`src/rtl/mem_access_stage_pkg.sv`:
```
// Shared encodings for the memory-access stage: access sizes, FSM states and
// the alignment rule used to reject an access before it reaches the memory port.
package mem_access_stage_pkg;

  typedef enum logic [1:0] {
    SZ_BYTE = 2'b00,
    SZ_HALF = 2'b01,
    SZ_WORD = 2'b10,
    SZ_ILL  = 2'b11
  } size_e;

  typedef enum logic {
    ST_IDLE = 1'b0,
    ST_BUSY = 1'b1
  } state_e;

  // Illegal size counts as misaligned so both error sources share one path.
  function automatic logic is_misaligned(input logic [1:0] size, input logic [1:0] off);
    case (size_e'(size))
      SZ_BYTE: return 1'b0;
      SZ_HALF: return off[0];
      SZ_WORD: return (off != 2'b00);
      default: return 1'b1;
    endcase
  endfunction

endpackage

```
`src/rtl/mem_lane_align.sv`:
```
// Combinational byte-lane steering: store data replication and byte enables,
// plus load-data extraction with sign/zero extension.
module mem_lane_align
  import mem_access_stage_pkg::*;
(
  input  logic [1:0]  st_size_i,
  input  logic [1:0]  st_off_i,
  input  logic [31:0] st_data_i,
  output logic [3:0]  st_be_o,
  output logic [31:0] st_wdata_o,
  input  logic [1:0]  ld_size_i,
  input  logic [1:0]  ld_off_i,
  input  logic        ld_unsigned_i,
  input  logic [31:0] ld_rdata_i,
  output logic [31:0] ld_data_o
);

  logic [31:0] ld_shifted;

  always_comb begin
    st_be_o    = '0;
    st_wdata_o = '0;
    case (size_e'(st_size_i))
      SZ_BYTE: begin
        st_be_o    = 4'b0001 << st_off_i;
        st_wdata_o = {4{st_data_i[7:0]}};
      end
      SZ_HALF: begin
        st_be_o    = 4'b0011 << st_off_i;
        st_wdata_o = {2{st_data_i[15:0]}};
      end
      SZ_WORD: begin
        st_be_o    = 4'b1111;
        st_wdata_o = st_data_i;
      end
      default: begin
        st_be_o    = '0;
        st_wdata_o = '0;
      end
    endcase
  end

  always_comb begin
    ld_shifted = ld_rdata_i >> {ld_off_i, 3'b000};
    ld_data_o  = ld_rdata_i;
    case (size_e'(ld_size_i))
      SZ_BYTE: ld_data_o = ld_unsigned_i ? {24'b0, ld_shifted[7:0]}
                                         : {{24{ld_shifted[7]}}, ld_shifted[7:0]};
      SZ_HALF: ld_data_o = ld_unsigned_i ? {16'b0, ld_shifted[15:0]}
                                         : {{16{ld_shifted[15]}}, ld_shifted[15:0]};
      default: ld_data_o = ld_rdata_i;
    endcase
  end

endmodule

```
`src/rtl/mem_access_stage.sv`:
```
// Memory pipeline stage: issues multi-cycle valid/ready data-memory accesses,
// stalls the front of the pipe while one is outstanding, and registers M/W.
module mem_access_stage
  import mem_access_stage_pkg::*;
#(
  parameter int unsigned TIMEOUT_CYCLES = 64,
  parameter int unsigned TIMER_W        = 7
) (
  input  logic        clk,
  input  logic        rst,
  input  logic        RegWriteM,
  input  logic        MemWriteM,
  input  logic        MemReadM,
  input  logic        ResultSrcM,
  input  logic [1:0]  SizeM,
  input  logic        LoadUnsignedM,
  input  logic [4:0]  RD_M,
  input  logic [31:0] PCPlus4M,
  input  logic [31:0] ALU_ResultM,
  input  logic [31:0] WriteDataM,
  output logic        mem_valid,
  output logic        mem_we,
  output logic [31:0] mem_addr,
  output logic [31:0] mem_wdata,
  output logic [3:0]  mem_be,
  input  logic        mem_ready,
  input  logic [31:0] mem_rdata,
  output logic        StallM,
  output logic        RegWriteW,
  output logic        ResultSrcW,
  output logic [4:0]  RD_W,
  output logic [31:0] PCPlus4W,
  output logic [31:0] ALU_ResultW,
  output logic [31:0] ReadDataW,
  output logic        MemErrorW
);

  state_e              state_q, state_d;
  logic [TIMER_W-1:0]  timer_q, timer_d;
  logic                valid_q, valid_d;
  logic                we_q, we_d;
  logic [31:0]         addr_q, addr_d;
  logic [31:0]         wdata_q, wdata_d;
  logic [3:0]          be_q, be_d;
  logic [1:0]          ld_size_q, ld_size_d;
  logic [1:0]          ld_off_q, ld_off_d;
  logic                ld_uns_q, ld_uns_d;

  logic                regwrite_q, regwrite_d;
  logic                resultsrc_q, resultsrc_d;
  logic [4:0]          rd_q, rd_d;
  logic [31:0]         pc4_q, pc4_d;
  logic [31:0]         alu_q, alu_d;
  logic [31:0]         rdata_q, rdata_d;
  logic                err_q, err_d;

  logic                op, misaligned, issue, timeout, stall, err_now;
  logic [3:0]          st_be;
  logic [31:0]         st_wdata, ld_data, w_rdata;

  mem_lane_align u_align (
    .st_size_i     (SizeM),
    .st_off_i      (ALU_ResultM[1:0]),
    .st_data_i     (WriteDataM),
    .st_be_o       (st_be),
    .st_wdata_o    (st_wdata),
    .ld_size_i     (ld_size_q),
    .ld_off_i      (ld_off_q),
    .ld_unsigned_i (ld_uns_q),
    .ld_rdata_i    (mem_rdata),
    .ld_data_o     (ld_data)
  );

  assign op         = MemReadM | MemWriteM;
  assign misaligned = is_misaligned(SizeM, ALU_ResultM[1:0]);
  assign issue      = (state_q == ST_IDLE) && op && !misaligned;
  assign timeout    = (state_q == ST_BUSY) && !mem_ready &&
                      (timer_q == TIMER_W'(TIMEOUT_CYCLES - 1));
  assign stall      = issue || ((state_q == ST_BUSY) && !mem_ready && !timeout);
  assign err_now    = ((state_q == ST_IDLE) && op && misaligned) || timeout;

  always_comb begin
    state_d   = state_q;
    timer_d   = timer_q;
    valid_d   = valid_q;
    we_d      = we_q;
    addr_d    = addr_q;
    wdata_d   = wdata_q;
    be_d      = be_q;
    ld_size_d = ld_size_q;
    ld_off_d  = ld_off_q;
    ld_uns_d  = ld_uns_q;
    w_rdata   = '0;
    case (state_q)
      ST_IDLE: begin
        if (issue) begin
          state_d   = ST_BUSY;
          timer_d   = '0;
          valid_d   = 1'b1;
          we_d      = MemWriteM;
          addr_d    = {ALU_ResultM[31:2], 2'b00};
          wdata_d   = st_wdata;
          be_d      = st_be;
          ld_size_d = SizeM;
          ld_off_d  = ALU_ResultM[1:0];
          ld_uns_d  = LoadUnsignedM;
        end
      end
      ST_BUSY: begin
        if (mem_ready) begin
          state_d = ST_IDLE;
          valid_d = 1'b0;
          w_rdata = we_q ? '0 : ld_data;
        end else if (timeout) begin
          state_d = ST_IDLE;
          valid_d = 1'b0;
        end else begin
          timer_d = timer_q + TIMER_W'(1);
        end
      end
      default: state_d = ST_IDLE;
    endcase
  end

  // Stalled cycles load a bubble into W: enables cleared, payload held.
  always_comb begin
    regwrite_d  = 1'b0;
    err_d       = 1'b0;
    resultsrc_d = resultsrc_q;
    rd_d        = rd_q;
    pc4_d       = pc4_q;
    alu_d       = alu_q;
    rdata_d     = rdata_q;
    if (!stall) begin
      regwrite_d  = RegWriteM && !err_now;
      err_d       = err_now;
      resultsrc_d = ResultSrcM;
      rd_d        = RD_M;
      pc4_d       = PCPlus4M;
      alu_d       = ALU_ResultM;
      rdata_d     = w_rdata;
    end
  end

  always_ff @(posedge clk or negedge rst) begin
    if (!rst) begin
      state_q     <= ST_IDLE;
      timer_q     <= '0;
      valid_q     <= 1'b0;
      we_q        <= 1'b0;
      addr_q      <= '0;
      wdata_q     <= '0;
      be_q        <= '0;
      ld_size_q   <= '0;
      ld_off_q    <= '0;
      ld_uns_q    <= 1'b0;
      regwrite_q  <= 1'b0;
      resultsrc_q <= 1'b0;
      rd_q        <= '0;
      pc4_q       <= '0;
      alu_q       <= '0;
      rdata_q     <= '0;
      err_q       <= 1'b0;
    end else begin
      state_q     <= state_d;
      timer_q     <= timer_d;
      valid_q     <= valid_d;
      we_q        <= we_d;
      addr_q      <= addr_d;
      wdata_q     <= wdata_d;
      be_q        <= be_d;
      ld_size_q   <= ld_size_d;
      ld_off_q    <= ld_off_d;
      ld_uns_q    <= ld_uns_d;
      regwrite_q  <= regwrite_d;
      resultsrc_q <= resultsrc_d;
      rd_q        <= rd_d;
      pc4_q       <= pc4_d;
      alu_q       <= alu_d;
      rdata_q     <= rdata_d;
      err_q       <= err_d;
    end
  end

  assign mem_valid   = valid_q;
  assign mem_we      = we_q;
  assign mem_addr    = addr_q;
  assign mem_wdata   = wdata_q;
  assign mem_be      = be_q;
  assign StallM      = stall;
  assign RegWriteW   = regwrite_q;
  assign ResultSrcW  = resultsrc_q;
  assign RD_W        = rd_q;
  assign PCPlus4W    = pc4_q;
  assign ALU_ResultW = alu_q;
  assign ReadDataW   = rdata_q;
  assign MemErrorW   = err_q;

endmodule

```
`config.mk`:
```
export PLATFORM = sky130hd
export DESIGN_NAME = mem_access_stage
export DESIGN_NICKNAME = d
export VERILOG_FILES = /design/src/rtl/mem_access_stage_pkg.sv /design/src/rtl/mem_lane_align.sv /design/src/rtl/mem_access_stage.sv
export SDC_FILE = /design/constraint.sdc
export NUM_CORES = 1
export LEC_CHECK = 0
export BUFFER_PORTS_ARGS = -buffer_cell sky130_fd_sc_hd__buf_2
export CAP_MARGIN = 20
export CORE_ASPECT_RATIO = 1.5
export CORE_MARGIN = 2
export CORE_UTILIZATION = 29
export DETAILED_ROUTE_END_ITERATION = 6
export PLACE_DENSITY = 0.57
export SLEW_MARGIN = 5
export SYNTH_ARGS = -nofsm -noshare
export SYNTH_HDL_FRONTEND = slang
export SYNTH_SLANG_ARGS = --single-unit
```
`constraint.sdc`:
```
create_clock -name clk -period 2.5 [get_ports clk]
set_clock_uncertainty 0.1 [all_clocks]
set_input_delay 0.25 -clock clk [delete_from_list [all_inputs] [get_ports clk]]
set_output_delay 0.25 -clock clk [all_outputs]
set_load 0.01 [all_outputs]
```
==> flow_metrics.tcl, run 1 <==
set metrics [dict create \
    outcome "finished, final reports clean" \
    drtIter0Drc 304 \
    reg2reg_from "timer_q[0]$_DFFE_PN0P_" \
    intPower_w 0.00684 \
    period_minus_slack_ns 2.38 \
    p_comb_share_pct 28.1 \
    synth_xor_area_share_pct 0.222 \
    crit_chain "ha_1, and4_4, a31o_4, nand2_4, buf_16, buf_2" \
    cts_tree "built" \
    design_area_um2 11900 \
    grt-ovfl-total 0 \
    synthDistinctLibCells 53 \
    die-area_um2 28600 \
    post_drt_wl_per_cell_um 17.6 \
    drive_gt1_share_pct 44.1 \
    die_x_um 139 \
    gp_congestion 0.820 \
    path_clk_slew_ns 0.07 \
    yosys_warnings 0 \
    cp.arrival_ns 2.03 \
    drtPass1Iterations 4 \
    vdd_ir_drop_max_mv 0.504 \
    synth_edf_count 0 \
    grt_pass1_wl_um 37800 \
    fillers 2572 \
    async_flop_share_pct 100 \
    seq_area_frac_synth_pct 58.7 \
    cts_buffers 17 \
    dpl_cell_area_um2 9890 \
    synthCells 610 \
    hold_viol 0 \
    synthFlopType "dfrtp_1" \
    yosys.area_share.simple_pct 6.77 \
    rows 74 \
    synth_compound_area_share_pct 10.7 \
    grt_pass1_vias 6805 \
    grtUsageTotal_pct 17.1 \
    area.growth.synth_to_final_pct 50.4 \
    cellLeakagePower_nw 5.72 \
    post-dp-hpwl_um 16900 \
    cts.sinks 185 \
    htree_levels 4 \
    clkPwrFrac_pct 31.4 \
    tightest_slew_ns 0.746 \
    max-slew-margin-rel_pct 50.2 \
    synthMuxAreaShare_pct 20.4 \
    core_area_um2 27000 \
    clkLatencyLatePin_ns 0.44 \
    synth_area_um2 7890 \
    die_h_um 206 \
    port_buffers 315 \
    num_vias 6540 \
    viasPerCell 4.68 \
    power.density_nw_per_um2 832 \
    seqPwrFrac_pct 40.5 \
    grt_max_degree 59 \
    worst-endpoint-required_ns 2.15 \
    hold_path_class "input port to flip-flop" \
    routed_wl_um 24600 \
    cp_max_fo 14 \
    maxCapViolCount 0 \
    slew_viol_final 0 \
    initial_core_util_pct 29.2 \
    end_kind "primary output" \
    clockBufferDepth 2 \
    final_antenna_net_count 0 \
    synth_seq_cells 185 \
    swShare_pct 30.7 \
    fmax_mhz 421 \
    nets 1186 \
    avgSynthCellArea_um2 12.9 \
    clock-root-buffer "clkbuf_16" \
    setup_viol_count_final 0 \
    crit_type "flip-flop to primary output" \
    tns_ns 0 \
    ioPinCount 318 \
    synth_fa_ha_area_share_pct 0.159 \
    slowest_stage "dfrtp_1" \
    slowest_delay_ns 0.40 \
    period_share_pct 95.1 \
    crit_start "timer_q[0]$_DFFE_PN0P_" \
    holdCritStartpoint "mem_rdata[4]" \
    antenna_found_initial 1 \
    critPathLaunchType "flip-flop" \
    route.detailed.drc 0 \
    synth_top_family_by_area "multiplexers" \
    p_switching_w 0.00303 \
    rsz0062_at_grt "false" \
]
[through the flow]
step,setup WS [ns],total power (W),cells,hold slack (ns),utilization (%)
after floorplan,0.439,0.00542,611,-0.146,-
after global placement,0.303,0.00657,1241,0.152,36.6
after detailed placement,0.269,0.00663,1241,0.156,36.6
after CTS,0.0194,0.0100,1397,0.00388,43.8
after global routing,0.00979,0.0104,1398,0.0161,43.9
final,0.123,0.00987,1398,0.0296,43.9
[final cells by class]
cell class	instances	area (um^2)	area share (%)
clock inverters	12	208	1.75
well taps	342	428	3.61
clock buffers	20	467	3.93
flip-flops and latches	185	4630	39.0
multi-input cells	377	3030	25.6
inverters	5	18.8	0.158
repair buffers	456	3080	25.9
diodes	1	2.50	0.0211
[flip-flops by register name, indices dropped and copies added, names as in the netlist, 2 cells and up]
register,flops
mem_be,4
ALU_ResultW,32
PCPlus4W,32
mem_addr,30
ld_off_q,2
ld_size_q,2
ReadDataW,32
mem_wdata,32
RD_W,5
timer_q,7
[layer usage]
metal / global-route usage (%) / share of wire [%] / up-vias
met2: 29.4 / 52 / 206
met3: 4.33 / 4.3 / 57
met1: 19.8 / 40 / 3209
met4: 9.09 / 4.2 / 0
met5: 0 / 0 / -
li1: - / - / 3068
[worst paths after layout]
path | end | slack, ns | cells after the start
max in group asynchronous | mem_addr[5]$_DFFE_PN0P_ | 1.27 | 3
min reg2reg | mem_wdata[12]$_DFFE_PN0P_ | 0.38 | 2
min in group asynchronous | PCPlus4W[9]$_DFFE_PN0N_ | 0.24 | 2
min | ReadDataW[4]$_DFFE_PN0N_ | 0.03 | 3
max | StallM | 0.12 | 6
max reg2reg | PCPlus4W[5]$_DFFE_PN0N_ | 0.15 | 7
[cell usage in the layout, fill, tap and decap left out, types with 17 or more instances in the layout]
cell type / netlist / routed
mux2_1: 27 / 27
a21oi_1: 29 / 29
o21ai_0: 43 / 43
clkbuf_16: 0 / 17
dlygate4sd3_1: 0 / 121
buf_2: 23 / 314
mux2_2: 88 / 88
a221o_1: 23 / 23
mux2i_1: 29 / 29
nand2_1: 49 / 49
dfrtp_1: 185 / 185
[cell usage after synthesis (2+ instances only)]
master / instances / area share (%)
nor4b_1: 2 / 0.22
buf_4: 6 / 0.57
mux2_2: 88 / 13
a221o_1: 23 / 2.9
clkbuf_1: 11 / 0.52
o211ai_1: 3 / 0.29
a21oi_1: 29 / 1.8
o21ai_0: 43 / 2.7
buf_2: 23 / 1.5
mux2_1: 27 / 3.9
nand2b_1: 8 / 0.63
nand2_1: 49 / 2.3
dfrtp_1: 185 / 59
and3_1: 8 / 0.63
inv_1: 5 / 0.24
nand4b_1: 2 / 0.22
nor2_1: 12 / 0.57
or4b_1: 2 / 0.25
buf_1: 3 / 0.14
a31oi_1: 2 / 0.16
or3_1: 2 / 0.16
nor4_1: 2 / 0.16
o2bb2ai_1: 8 / 0.89
nor2b_1: 7 / 0.56
nand3_1: 4 / 0.25
mux2i_1: 29 / 3.7
[power by group through the flow]
stage	Clock (W)	Sequential (W)	Combinational, W
final	0.00310	0.00399	0.00277
after global routing	0.00334	0.00407	0.00301
after CTS	0.00322	0.00399	0.00281
after detailed placement	0	0.00404	0.00258
after global placement	0	0.00402	0.00255
after floorplan	0	0.00429	0.00113
[critical path: cells and delay by family, from the launching register on]
kind / cells / cell delay (ns)
flops: 1 / 0.40
fa+ha+maj: 1 / 0.25
buf+inv: 2 / 0.32
compound gates: 1 / 0.29
simple gates: 2 / 0.32
[what timing repair did]
action                                  CTS  global route
endpoints found under the setup margin    1             1
gates cloned                              2             0
endpoints found under the hold margin   200             0
hold buffers                            121             0
resized for setup                         1             1
setup buffers                             1             0
[cell families (layout without fill, tap and decap cells)]
family                     Yosys count  count (layout)
muxes                              145             145
other                                1               3
buffers and inverters               49             493
DFF                                185             185
and+or+nand+nor                    105             105
adders and majority gates            1               1
xor gates and xnor gates             2               2
AOI/OAI and AO/OA                  122             122
No activity file was read; power rests on OpenSTA's default activity.
==> inputs of run 2 (changes only) <==
CORE_UTILIZATION = 49   (was 29)
MAX_ROUTING_LAYER = met4   (was not set)
PLACE_DENSITY = 0.85   (was 0.57)
==> run 2 against run 1 <==
Design area decreased by 5.9%; register-to-register slack barely moved; global-route usage is 9.9 points higher; flip-flop and latch count is the same; sequential share of layout area grew 2.4 points; critical path depth unchanged; sequential power about the same; utilization increased by 27 points; power decreased by 5.5%; critical endpoint is now PCPlus4W[10]$_DFFE_PN0N_; largest cell class unchanged; largest power group unchanged.
==> flow_metrics.tcl, run 2 (synthesis results as in run 1) <==
set metrics [dict create \
    cts.sinks 185 \
    clock-root-buffer "clkbuf_16" \
    swShare_pct 33.1 \
    critPathLaunchType "flip-flop" \
    p_comb_share_pct 28.4 \
    clockBufferDepth 2 \
    ioPinCount 318 \
    worst-endpoint-required_ns 2.69 \
    clkPwrFrac_pct 28.5 \
    utilization_pct 71.2 \
    fillers 1093 \
    hold_path_class "input port to flip-flop" \
    rsz0062_at_grt "false" \
    drive_gt1_share_pct 45.7 \
    die_x_um 108 \
    cts_buffers 17 \
    r2r_slack_ns 0.14 \
    tns_ns 0 \
    outcome "finished, final reports clean" \
    final_cell_mix "314 x buf_2, 185 x dfrtp_1, 88 x mux2_2" \
    period_share_pct 94.5 \
    crit_start "timer_q[0]$_DFFE_PN0P_" \
    num_vias 6592 \
    grtUsageTotal_pct 27.0 \
    cellLeakagePower_nw 5.49 \
    setup_viol_count_final 0 \
    fmax_mhz 423 \
    period_minus_slack_ns 2.36 \
    clkLatencyLatePin_ns 0.41 \
    hold_depth 2 \
    r2r_end "PCPlus4W[10]$_DFFE_PN0N_" \
    power.density_nw_per_um2 835 \
    cp.arrival_ns 2.56 \
    die-area_um2 17200 \
    initial_core_util_pct 50.3 \
    intPower_w 0.00624 \
    port_buffers 315 \
    grt-ovfl-total 0 \
    gp_congestion 0.844 \
    endpoint "PCPlus4W[10]$_DFFE_PN0N_" \
    drtPass1Iterations 4 \
    die_h_um 159 \
    route.detailed.drc 0 \
    maxCapViolCount 0 \
    p_switching_w 0.00309 \
    core_area_um2 15700 \
    crit_type "flip-flop to flip-flop" \
    vdd_ir_drop_max_mv 0.497 \
    slew_viol_final 0 \
    setup_slack_ns 0.137 \
    r2r_cells 6 \
    hold_viol 0 \
    rows 56 \
    reg2reg_from "timer_q[0]$_DFFE_PN0P_" \
    final_common_cell "buf_2" \
    drtIter0Drc 364 \
    htree_levels 4 \
    cts_setup_buffers 0 \
    area.growth.synth_to_final_pct 41.6 \
    end_kind "flip-flop" \
    cts_tree "built" \
    pre_cts_ws_ns 0.296 \
    grt_pass1_wl_um 35300 \
    tightest_slew_ns 0.642 \
    path_clk_slew_ns 0.08 \
    grt_max_degree 62 \
    routed_wl_um 22600 \
    post-dp-hpwl_um 15400 \
    max-slew-margin-rel_pct 57.1 \
    antenna_found_initial 2 \
    viasPerCell 5.39 \
    post_drt_wl_per_cell_um 18.5 \
    seqPwrFrac_pct 43.1 \
    nets 1148 \
    final_antenna_net_count 0 \
    cp_max_fo 55 \
    holdCritStartpoint "mem_rdata[16]" \
    grt_pass1_vias 6839 \
]
## run 2: routing by layer
metal  up-vias  GRT usage [%]  wire, um
met5         -              -         0
met4         0           10.6       748
li1       2997              -         -
met1      3263           30.0      8360
met3        59           4.87      1260
met2       273           47.5     12200
## run 2: layout make-up
| cell class | count | area, um^2 | share of cell area, % |
|---|---|---|---|
| Clock buffer | 17 | 425 | 3.81 |
| Multi-Input combinational cell | 377 | 3030 | 27.2 |
| Antenna cell | 2 | 5.00 | 0.0448 |
| Clock inverter | 15 | 179 | 1.60 |
| Tap cell | 203 | 254 | 2.27 |
| Sequential cell | 185 | 4630 | 41.4 |
| Inverter | 5 | 18.8 | 0.168 |
| Timing Repair Buffer | 418 | 2630 | 23.5 |
## run 2: critical path, cell delays in order, from the launching register on
cell and delay (ns):
dfrtp_1 0.40, ha_1 0.25, and4_4 0.21, a31o_2 0.35, nand2_8 0.20, buf_12 0.29
mux2_1 0.40
## run 2: what timing repair did
| item | 4_1_cts | 5_1_grt |
|---|---|---|
| hold buffers | 83 | 0 |
| endpoints found under the hold margin | 169 | 0 |
| endpoints found under the setup margin | 1 | 13 |
| resized for setup | 0 | 1 |
## run 2: power groups by stage
stage / sequential (W) / clock, W / combinational [W]
finish: 0.00402 / 0.00266 / 0.00265
global route: 0.00409 / 0.00283 / 0.00287
CTS: 0.00399 / 0.00273 / 0.00264
detailed placement: 0.00405 / 0 / 0.00253
global placement: 0.00400 / 0 / 0.00247
floorplan: 0.00429 / 0 / 0.00113
## run 2: worst min-delay path by stage
stage	end	slack [ns]
floorplan	ALU_ResultW[0]$_DFFE_PN0N_	-0.15
global placement	ReadDataW[30]$_DFFE_PN0N_	0.18
detailed placement	ReadDataW[30]$_DFFE_PN0N_	0.19
CTS	ReadDataW[16]$_DFFE_PN0N_	0.001
global route	ReadDataW[16]$_DFFE_PN0N_	0.007
finish	ReadDataW[16]$_DFFE_PN0N_	0.01
## run 2: per-stage QoR
stage,power (W),area (um^2),hold slack (ns),cells
5_1_grt,0.00979,11200,0.00725,1222
3_5_place_dp,0.00658,9730,0.186,1106
4_1_cts,0.00936,11200,0.00144,1220
3_3_place_gp,0.00648,9730,0.182,1106
6_report,0.00933,11200,0.0110,1222
2_1_floorplan,0.00542,7890,-0.146,611
==> inputs of run 3 (changes only) <==
SETUP_SLACK_MARGIN = 0.15   (was not set)
==> run 3 against run 2 <==
Final cell count rose by 0.25%; via count shrank 0.36%; register-to-register slack gained 0.11 ns; largest cell class unchanged; largest power group unchanged.
==> flow_metrics.tcl, run 3 (synthesis results as in run 1) <==
set metrics [dict create \
    met3_usage_pct 4.71 \
    fillers 1088 \
    path_clk_slew_ns 0.07 \
    cts.sinks 185 \
    die_x_um 108 \
    clkLatencyLatePin_ns 0.41 \
    fmax_mhz 441 \
    nets 1151 \
    port_buffers 315 \
    post-dp-hpwl_um 15400 \
    pre_cts_ws_ns 0.296 \
    grt_pass1_vias 6878 \
    routed_wl_um 22700 \
    maxCapViolCount 0 \
    multi_input_area_um2 3040 \
    cts_tree "built" \
    rsz0062_at_grt "false" \
    route.detailed.drc 0 \
    cp_max_fo 18 \
    gr-usage-met1_pct 30.1 \
    drtPass1Iterations 4 \
    grt_pass1_wl_um 35500 \
    clockBufferDepth 2 \
    worst-endpoint-required_ns 2.15 \
    register_area_um2 4630 \
    htree_levels 4 \
    power.density_nw_per_um2 834 \
    cellLeakagePower_nw 5.50 \
    post_drt_wl_per_cell_um 18.5 \
    r2r_slack_ns 0.25 \
    num_vias 6568 \
    final_antenna_net_count 0 \
    outcome "finished, final reports clean" \
    grtUsageTotal_pct 27.1 \
    grt_max_degree 62 \
    hold_viol 0 \
    tns_ns 0 \
    placedCellCount 1106 \
    area.growth.synth_to_final_pct 42.1 \
    dpl_cell_area_um2 9730 \
    final_common_cell "buf_2" \
    drive_gt1_share_pct 46.0 \
    grt.met2_usage_pct 47.2 \
    p_total_w 0.00935 \
    drtIter0Drc 366 \
    vdd_ir_drop_max_mv 0.496 \
    end_kind "primary output" \
    period_share_pct 90.7 \
    setup_viol_count_final 0 \
    max-slew-margin-rel_pct 56.8 \
    design_area_um2 11200 \
    initial_core_util_pct 50.3 \
    fin_cells 1225 \
    period_minus_slack_ns 2.27 \
    top_usage_layer "met2" \
    ioPinCount 318 \
    cp.arrival_ns 1.92 \
    tightest_slew_ns 0.646 \
    setup_slack_ns 0.234 \
    die-area_um2 17200 \
    gp_congestion 0.844 \
    antenna_found_initial 2 \
    final_cell_mix "314 x buf_2, 185 x dfrtp_1, 88 x mux2_2" \
    critPathLaunchType "flip-flop" \
    grt-ovfl-total 0 \
    viasPerCell 5.36 \
    cts_buffers 17 \
    slew_viol_final 0 \
    die_h_um 159 \
    crit_type "flip-flop to primary output" \
    hold_path_class "input port to flip-flop" \
    rows 56 \
    clock-root-buffer "clkbuf_16" \
    core_area_um2 15700 \
]
## run 3: changes by cell type in the layout (fill, tap and decap cells not counted)
cell / change
ha_1: -1
a31o_2: -1
nand2_8: -1
buf_12: +1
a31o_4: +1
nand2_4: +1
buf_4: +2
ha_2: +1
## run 3: path summary, 6_finish.rpt
kind,startpoint,cells past startpoint,endpoint
max in group asynchronous,rst,3,mem_addr[4]$_DFFE_PN0P_
worst min register to register,mem_wdata[20]$_DFFE_PN0P_,2,mem_wdata[20]$_DFFE_PN0P_
min in group asynchronous,rst,2,ReadDataW[29]$_DFFE_PN0N_
worst max register to register,timer_q[0]$_DFFE_PN0P_,7,PCPlus4W[10]$_DFFE_PN0N_
worst min-delay path,mem_rdata[16],2,ReadDataW[16]$_DFFE_PN0N_
worst max-delay path,timer_q[0]$_DFFE_PN0P_,6,StallM
## run 3: timing repair
action / 4_1_cts / 5_1_grt
buffers inserted: 0 / 2
gates resized for setup: 5 / 0
hold buffers: 83 / 0
endpoints found under the hold margin: 169 / 0
endpoints found under the setup margin: 1 / 1
pin swaps: 0 / 1
## run 3: metrics by stage
step / utilization (%) / hold slack [ns]
4_1_cts: 71.3 / 0.00144
5_1_grt: 71.4 / 0.00901
6_report: 71.4 / 0.00989
2_1_floorplan: - / -0.146
3_3_place_gp: 62.0 / 0.182
3_5_place_dp: 62.0 / 0.186
## run 3: power breakdown
part           leakage (nW)  switching [W]  internal (W)  total, W
registers              2.27       0.000393       0.00362   0.00402
clock network         0.291        0.00131       0.00136   0.00266
logic                  2.95        0.00139       0.00128   0.00267
## run 3: cell type report
cell class                 instances  share of cell area, %
inverter                           5                  0.167
antenna                            2                 0.0446
tap                              203                   2.27
timing repair buffer             421                   23.7
sequential                       185                   41.3
clock inverter                    15                   1.60
clock buffer                      17                   3.80
multi-input combinational        377                   27.1
## run 3: layer usage
layer	share of wire [%]	vias to the layer above
li1	-	3002
met4	3.4	0
met5	0	-
met1	37	3226
met2	54	276
met3	5.6	64
## run 3: worst max-delay path, cell delays in order (launching register included)
cell and delay, ns:
dfrtp_1 0.41, ha_2 0.21, and4_4 0.21, a31o_4 0.28, nand2_4 0.10, buf_12 0.15
buf_2 0.14
